===== config.mk =====
export PLATFORM = sky130hd
export DESIGN_NAME = muldiv_unit
export DESIGN_NICKNAME = d
export VERILOG_FILES = /design/src/rtl/muldiv_pkg.sv /design/src/rtl/cond_neg.sv /design/src/rtl/muldiv_unit.sv
export SDC_FILE = /design/constraint.sdc
export NUM_CORES = 1
export LEC_CHECK = 0
export BUFFER_PORTS_ARGS = -buffer_cell sky130_fd_sc_hd__clkbuf_2
export CAP_MARGIN = 20
export CORE_ASPECT_RATIO = 1.25
export CORE_MARGIN = 5
export CORE_UTILIZATION = 60
export CTS_CLUSTER_SIZE = 28
export DETAILED_ROUTE_END_ITERATION = 6
export PLACE_DENSITY = 0.8
export SLEW_MARGIN = 5
export SYNTH_ARGS = -nofsm -noshare
export SYNTH_HDL_FRONTEND = slang
export SYNTH_SLANG_ARGS = --single-unit

===== constraint.sdc =====
create_clock -name clk_i -period 5.6 [get_ports clk_i]
set_input_delay 0.28 -clock clk_i [delete_from_list [all_inputs] [get_ports clk_i]]
set_output_delay 0.28 -clock clk_i [all_outputs]
set_load 0.005 [all_outputs]

===== src/rtl/muldiv_pkg.sv =====
// Shared types and sizing for the multiply/divide unit.
package muldiv_pkg;

  localparam int MD_WIDTH = 32;
  localparam int MD_CNT_W = $clog2(MD_WIDTH);

  typedef enum logic [1:0] {
    OP_MULT  = 2'b00,
    OP_MULTU = 2'b01,
    OP_DIV   = 2'b10,
    OP_DIVU  = 2'b11
  } md_op_e;

  typedef enum logic {
    ST_IDLE = 1'b0,
    ST_BUSY = 1'b1
  } md_state_e;

endpackage


===== src/rtl/cond_neg.sv =====
// Conditional two's-complement negator: q = en ? -d : d.
module cond_neg #(
  parameter int W = 32
) (
  input  logic         en,
  input  logic [W-1:0] d,
  output logic [W-1:0] q
);

  // Negate only when requested; width-generic so one cell serves operands and results.
  assign q = en ? (~d + W'(1)) : d;

endmodule


===== src/rtl/muldiv_unit.sv =====
// Multi-cycle MULT/MULTU/DIV/DIVU unit with architectural HI/LO registers.
//
// state   | meaning
// --------+-------------------------------------------------------------
// ST_IDLE | waiting for start_i; MTHI/MTLO writes accepted
// ST_BUSY | one shift-add or restoring-divide step per cycle, Width steps
module muldiv_unit
  import muldiv_pkg::*;
#(
  parameter int Width = MD_WIDTH
) (
  input  logic             clk_i,
  input  logic             rst_ni,
  input  logic             start_i,
  input  logic [1:0]       op_i,
  input  logic [Width-1:0] a_i,
  input  logic [Width-1:0] b_i,
  input  logic             hi_we_i,
  input  logic             lo_we_i,
  input  logic [Width-1:0] wdata_i,
  input  logic             flush_i,
  output logic             busy_o,
  output logic             done_o,
  output logic [Width-1:0] hi_o,
  output logic [Width-1:0] lo_o
);

  localparam int CntW = $clog2(Width);

  md_state_e        state_q;
  logic [CntW-1:0]  cnt_q;
  logic             is_div_q;
  logic             neg_res_q;   // product / quotient sign
  logic             neg_rem_q;   // remainder sign (dividend sign)
  logic             div_zero_q;
  // multiply: multiplicand magnitude; divide: raw dividend for the /0 result
  logic [Width-1:0] opa_q;
  logic [Width-1:0] magb_q;
  // multiply: {partial high, multiplier/low product}; divide: {remainder, dividend/quotient}
  logic [Width-1:0] work_hi_q;
  logic [Width-1:0] work_lo_q;

  md_op_e           op_e;
  logic             op_is_div;
  logic             op_signed;
  logic             sign_a;
  logic             sign_b;
  logic [Width-1:0] mag_a;
  logic [Width-1:0] mag_b;

  logic [Width:0]     mul_sum;
  logic [2*Width-1:0] mul_nxt;
  logic [Width:0]     div_shift;
  logic [Width:0]     div_diff;
  logic               div_ge;
  logic [Width-1:0]   div_hi_nxt;
  logic [Width-1:0]   div_lo_nxt;
  logic [2*Width-1:0] prod_fix;
  logic [Width-1:0]   quo_fix;
  logic [Width-1:0]   rem_fix;
  logic               last_step;

  assign op_e      = md_op_e'(op_i);
  assign op_is_div = (op_e == OP_DIV) || (op_e == OP_DIVU);
  assign op_signed = (op_e == OP_MULT) || (op_e == OP_DIV);
  assign sign_a    = op_signed & a_i[Width-1];
  assign sign_b    = op_signed & b_i[Width-1];

  cond_neg #(.W(Width)) u_mag_a (.en(sign_a), .d(a_i), .q(mag_a));
  cond_neg #(.W(Width)) u_mag_b (.en(sign_b), .d(b_i), .q(mag_b));

  // Shift-add step: add multiplicand when the current multiplier bit is set, then shift right.
  always_comb begin
    mul_sum = {1'b0, work_hi_q} + {1'b0, (work_lo_q[0] ? opa_q : '0)};
    mul_nxt = {mul_sum, work_lo_q[Width-1:1]};
  end

  // Restoring divide step: shift in the next dividend bit, subtract when it fits.
  always_comb begin
    div_shift  = {work_hi_q, work_lo_q[Width-1]};
    div_diff   = div_shift - {1'b0, magb_q};
    div_ge     = ~div_diff[Width];
    div_hi_nxt = div_ge ? div_diff[Width-1:0] : div_shift[Width-1:0];
    div_lo_nxt = {work_lo_q[Width-2:0], div_ge};
  end

  cond_neg #(.W(2*Width)) u_fix_prod (.en(neg_res_q), .d(mul_nxt),    .q(prod_fix));
  cond_neg #(.W(Width))   u_fix_quo  (.en(neg_res_q), .d(div_lo_nxt), .q(quo_fix));
  cond_neg #(.W(Width))   u_fix_rem  (.en(neg_rem_q), .d(div_hi_nxt), .q(rem_fix));

  assign last_step = (cnt_q == CntW'(Width - 1));
  assign busy_o    = (state_q == ST_BUSY);

  // Sequencer, operand latch, iteration datapath and HI/LO architectural state.
  always_ff @(posedge clk_i or negedge rst_ni) begin
    if (!rst_ni) begin
      state_q    <= ST_IDLE;
      cnt_q      <= '0;
      is_div_q   <= 1'b0;
      neg_res_q  <= 1'b0;
      neg_rem_q  <= 1'b0;
      div_zero_q <= 1'b0;
      opa_q      <= '0;
      magb_q     <= '0;
      work_hi_q  <= '0;
      work_lo_q  <= '0;
      hi_o       <= '0;
      lo_o       <= '0;
      done_o     <= 1'b0;
    end else begin
      done_o <= 1'b0;
      case (state_q)
        ST_IDLE: begin
          if (hi_we_i) hi_o <= wdata_i;
          if (lo_we_i) lo_o <= wdata_i;
          if (start_i && !flush_i) begin
            state_q    <= ST_BUSY;
            cnt_q      <= '0;
            is_div_q   <= op_is_div;
            neg_res_q  <= sign_a ^ sign_b;
            neg_rem_q  <= sign_a;
            div_zero_q <= op_is_div && (b_i == '0);
            magb_q     <= mag_b;
            work_hi_q  <= '0;
            if (op_is_div) begin
              opa_q     <= a_i;
              work_lo_q <= mag_a;
            end else begin
              opa_q     <= mag_a;
              work_lo_q <= mag_b;
            end
          end
        end
        ST_BUSY: begin
          if (flush_i) begin
            state_q <= ST_IDLE;
            cnt_q   <= '0;
          end else begin
            cnt_q <= cnt_q + CntW'(1);
            if (is_div_q) begin
              work_hi_q <= div_hi_nxt;
              work_lo_q <= div_lo_nxt;
            end else begin
              work_hi_q <= mul_nxt[2*Width-1:Width];
              work_lo_q <= mul_nxt[Width-1:0];
            end
            if (last_step) begin
              state_q <= ST_IDLE;
              cnt_q   <= '0;
              done_o  <= 1'b1;
              if (!is_div_q) begin
                hi_o <= prod_fix[2*Width-1:Width];
                lo_o <= prod_fix[Width-1:0];
              end else if (div_zero_q) begin
                // Divide by zero: fixed result, no sign fix-up.
                hi_o <= opa_q;
                lo_o <= '1;
              end else begin
                hi_o <= rem_fix;
                lo_o <= quo_fix;
              end
            end
          end
        end
        default: state_q <= ST_IDLE;
      endcase
    end
  end

endmodule


==> results.tsv <==
stage	metric	value	unit
floorplanning	Top-Level Pins	170	
power	Leak Pwr	9.25	nW
logic_synthesis	Synth Register Bits	203	
clocking	Clock Tree Buf Depth	3	
timing	Slew @ Worst Pin	1090	ps
timing	Rel. slew slack	27.2	%
clocking	Clk pin slew, worst setup/hold paths	70	ps
timing	clock skew	29.1	ps
timing	TNS Setup	0	ps
logic_synthesis	main flop type after synthesis	dfrtp_1	
grt	first-pass GRT wire length	124	mm
worst_hold_path	Hold Path Class	in -> reg	
grt	GR Overflow Total	0	
floorplanning	core footprint	0.0334	mm2
worst_setup_path	slowest stage cell, crit path	a31oi_1	
clocking	worst-skew pair later-pin latency	560	ps
worst_setup_path	Critical Path End Type	flip-flop	
clocking	setup bufs post-CTS	0	
worst_setup_path	CP Data Arrival Time	5390	ps
logic_synthesis	post-synth top area share	25.2	%
worst_setup_path	CP startpoint kind	flip-flop	
worst_setup_path	critical path's top delay family	compound AO/OA/AOI/OAI gates	
logic_synthesis	Synth area leaders	dfrtp_1 (25%), nand2_1 (7.0%), xnor2_1 (6.4%), o21ai_0 (6.1%), a21oi_1 (4.7%)	
floorplanning	Die ar.	0.0373	mm2
worst_setup_path	CP Class	reg -> reg	
routing	wire length per cell	26.2	um
grt	global-route usage over all layers	42.2	%
logic_synthesis	Syn Nets	2849	
logic_synthesis	asr flop ratio synth	100	%
routing	Vias	21900	
timing	Final Hold Fails	0	
grt	largest net degree at the start of global routing	109	
logic_synthesis	Mapped Avg Cell Area	7.54	um2
place	Post-DP HPWL	63.6	mm
layout	Final #Nets	2892	
logic_synthesis	Post-synth EDFFs	0	
logic_synthesis	commonest cells in the netlist	nand2_1 (374), o21ai_0 (244), nor2_1 (229)	
worst_setup_path	Worst R2R Path Depth	21	
floorplanning	die width	174	um
grt	initial antenna violation count	3	
worst_setup_path	Crit. path cell count	21	
routing	Detailed Route WL	82.5	mm
clocking	CTS tree	built	
place	routability cong.	1.07	
worst_setup_path	WP data required	6080	ps
clocking	H-tree depth	1	
timing	FMAX	0.204	GHz
logic_synthesis	sequential share of the synthesized area	25.2	%
logic_synthesis	Yosys warning count	0	
grt	vias in the first global route	20600	
layout	Area Overhead vs Synth	8.60	%
clocking	Num CTS Buffers	23	
worst_setup_path	maximum fanout along the worst path	10	
timing	final setup violation count	0	
logic_synthesis	Mapped Area	0.0201	mm2
worst_setup_path	WP buf/inv	4	
clocking	Root Buffer	clkbuf_16	
power	maximum VDD drop	0.000343	V
timing	period utilization	87.7	%
floorplanning	# rows	75	
run_status	status	finished clean	
routing	1st-pass router iterations	6	
worst_setup_path	CP Cell Sequence	inv_1 > ha_1 > inv_1 > fa_1 > nand3_1 > a21oi_1 > o21a_1 > o2111ai_1 > o211a_4 > inv_4 > mux2i_1 > ha_1 > nand3_1 > nor4_1 > buf_4 > and4_1 > a31oi_1 > o21ai_0 > xor2_1 > o2111ai_1 > o311a_1	
flow_run	Max Cap Violations	0	
routing	ANT nets after route	0	
layout	layout cells sized above 1	11.9	%
logic_synthesis	Distinct cells, synth	109	
worst_hold_path	worst hold path cell count	3	
timing	fin crit period	4910	ps
routing	vias per std cell	6.96	
floorplanning	die height	215	um
clocking	clock sink count	203	
timing	Slew Limit Fails	0	
floorplanning	Initial Utilization	60.3	%
place	IO Port Bufs	169	
worst_setup_path	Largest stage delay, worst path	680	ps
power	pwr dens	499	mW/mm2
logic_synthesis	cell taking the most area after synthesis	dfrtp_1	
layout	final core utilization	65.5	%
logic_synthesis	cell count after synthesis	2672	
routing	DRC viols	0	
routing	Iter 0 DRT Violations	3011	
timing	RSZ-0062 raised after global routing	false	
layout	n_diodes	0	
logic_synthesis	most frequent cell after synthesis	nand2_1	
-- registers in the layout, summed over array words and instances, names as in the netlist --
| register | flops |
|---|---|
| neg_rem_q | 1 |
| lo_o | 32 |
| magb_q | 32 |
| cnt_q | 5 |
| hi_o | 32 |
| opa_q | 32 |
| done_o | 1 |
| neg_res_q | 1 |
| busy_o | 1 |
| div_zero_q | 1 |
| is_div_q | 1 |
| work_hi_q | 32 |
| work_lo_q | 32 |
-- final cells by class --
| class | count | area [um2] |
|---|---|---|
| multi-input cells | 2205 | 14000 |
| fillers | 2997 | 11500 |
| flip-flops and latches | 203 | 5090 |
| repair buffers | 210 | 1190 |
| clock buffers | 30 | 602 |
| well taps | 423 | 529 |
| inverters | 72 | 273 |
| clock inverters | 12 | 181 |
-- report_power, final --
part / internal (mW) / switching [mW]
combinational: 2.43 / 4.56
sequential: 1.76 / 0.525
clock: 0.953 / 0.689
-- per-layer routing --
metal  part of all wire (%)  routed length (um)  up-vias  track usage (%)
met5                  0.047                  39        -                0
met4                    8.5                7050        6             28.4
met3                     10                8650      298             7.66
met2                     45               36800     1462             66.4
met1                     36               30000    10400             53.0
li1                       -                   -     9760                -
-- path summary, 6_finish.rpt --
kind	from	endpoint	slack, ps
setup / recovery	work_lo_q[31]	hi_o[20]	690
hold / removal	wdata_i[27]	lo_o[27]	20
setup reg to reg	work_lo_q[31]	hi_o[20]	690
hold reg to reg	magb_q[8]	magb_q[8]	480
max in group asynchronous	rst_ni	is_div_q	3860
min in group asynchronous	rst_ni	lo_o[11]	430
-- cells in the final DEF (no fill, tap or decap), types with 34 or more instances in the layout --
| cell | instances |
|---|---|
| o31ai_1 | 35 |
| buf_4 | 35 |
| nand2_1 | 374 |
| a31oi_1 | 68 |
| or3_1 | 42 |
| and2_1 | 56 |
| nor2_1 | 228 |
| o211ai_1 | 35 |
| clkbuf_2 | 168 |
| o21ai_0 | 244 |
| xor2_1 | 71 |
| inv_1 | 69 |
| a21oi_1 | 189 |
| dfrtp_1 | 199 |
| xnor2_1 | 148 |
| o221ai_1 | 34 |
| nand3_1 | 39 |
| ha_1 | 71 |
| mux2i_1 | 72 |
| nor3_1 | 60 |
-- cell families after synthesis --
family	synth area share, %
AOI/OAI and AO/OA	27.1
adders and majority gates	4.61
xor gates and xnor gates	9.61
muxes	4.31
buffers and inverters	5.34
DFF	25.2
and+or+nand+nor	23.8
-- tightest hold or removal path: stages --
cell      delay, ps
clkbuf_2        100
nand2_1          60
a31oi_1          80
-- metrics by stage --
step | total power [mW] | hold WS [ps] | std cells | worst slack [ps] | instance area [um2]
2_1_floorplan | 6.90 | -15.6 | 2672 | 1160 | 20100
3_3_place_gp | 8.87 | 467 | 3107 | 955 | 21000
6_report | 10.9 | 15.9 | 3155 | 689 | 21900
4_1_cts | 10.6 | 4.84 | 3153 | 856 | 21800
3_5_place_dp | 8.95 | 470 | 3107 | 917 | 21000
5_1_grt | 11.4 | 42.3 | 3155 | 422 | 21900
-- timing repair --
| action | 4_1_cts | 5_1_grt |
|---|---|---|
| resized for setup | 0 | 0 |
| endpoints found under the hold margin | 109 | 0 |
| hold buffers | 4 | 0 |
(Power assumes the default switching activity.)
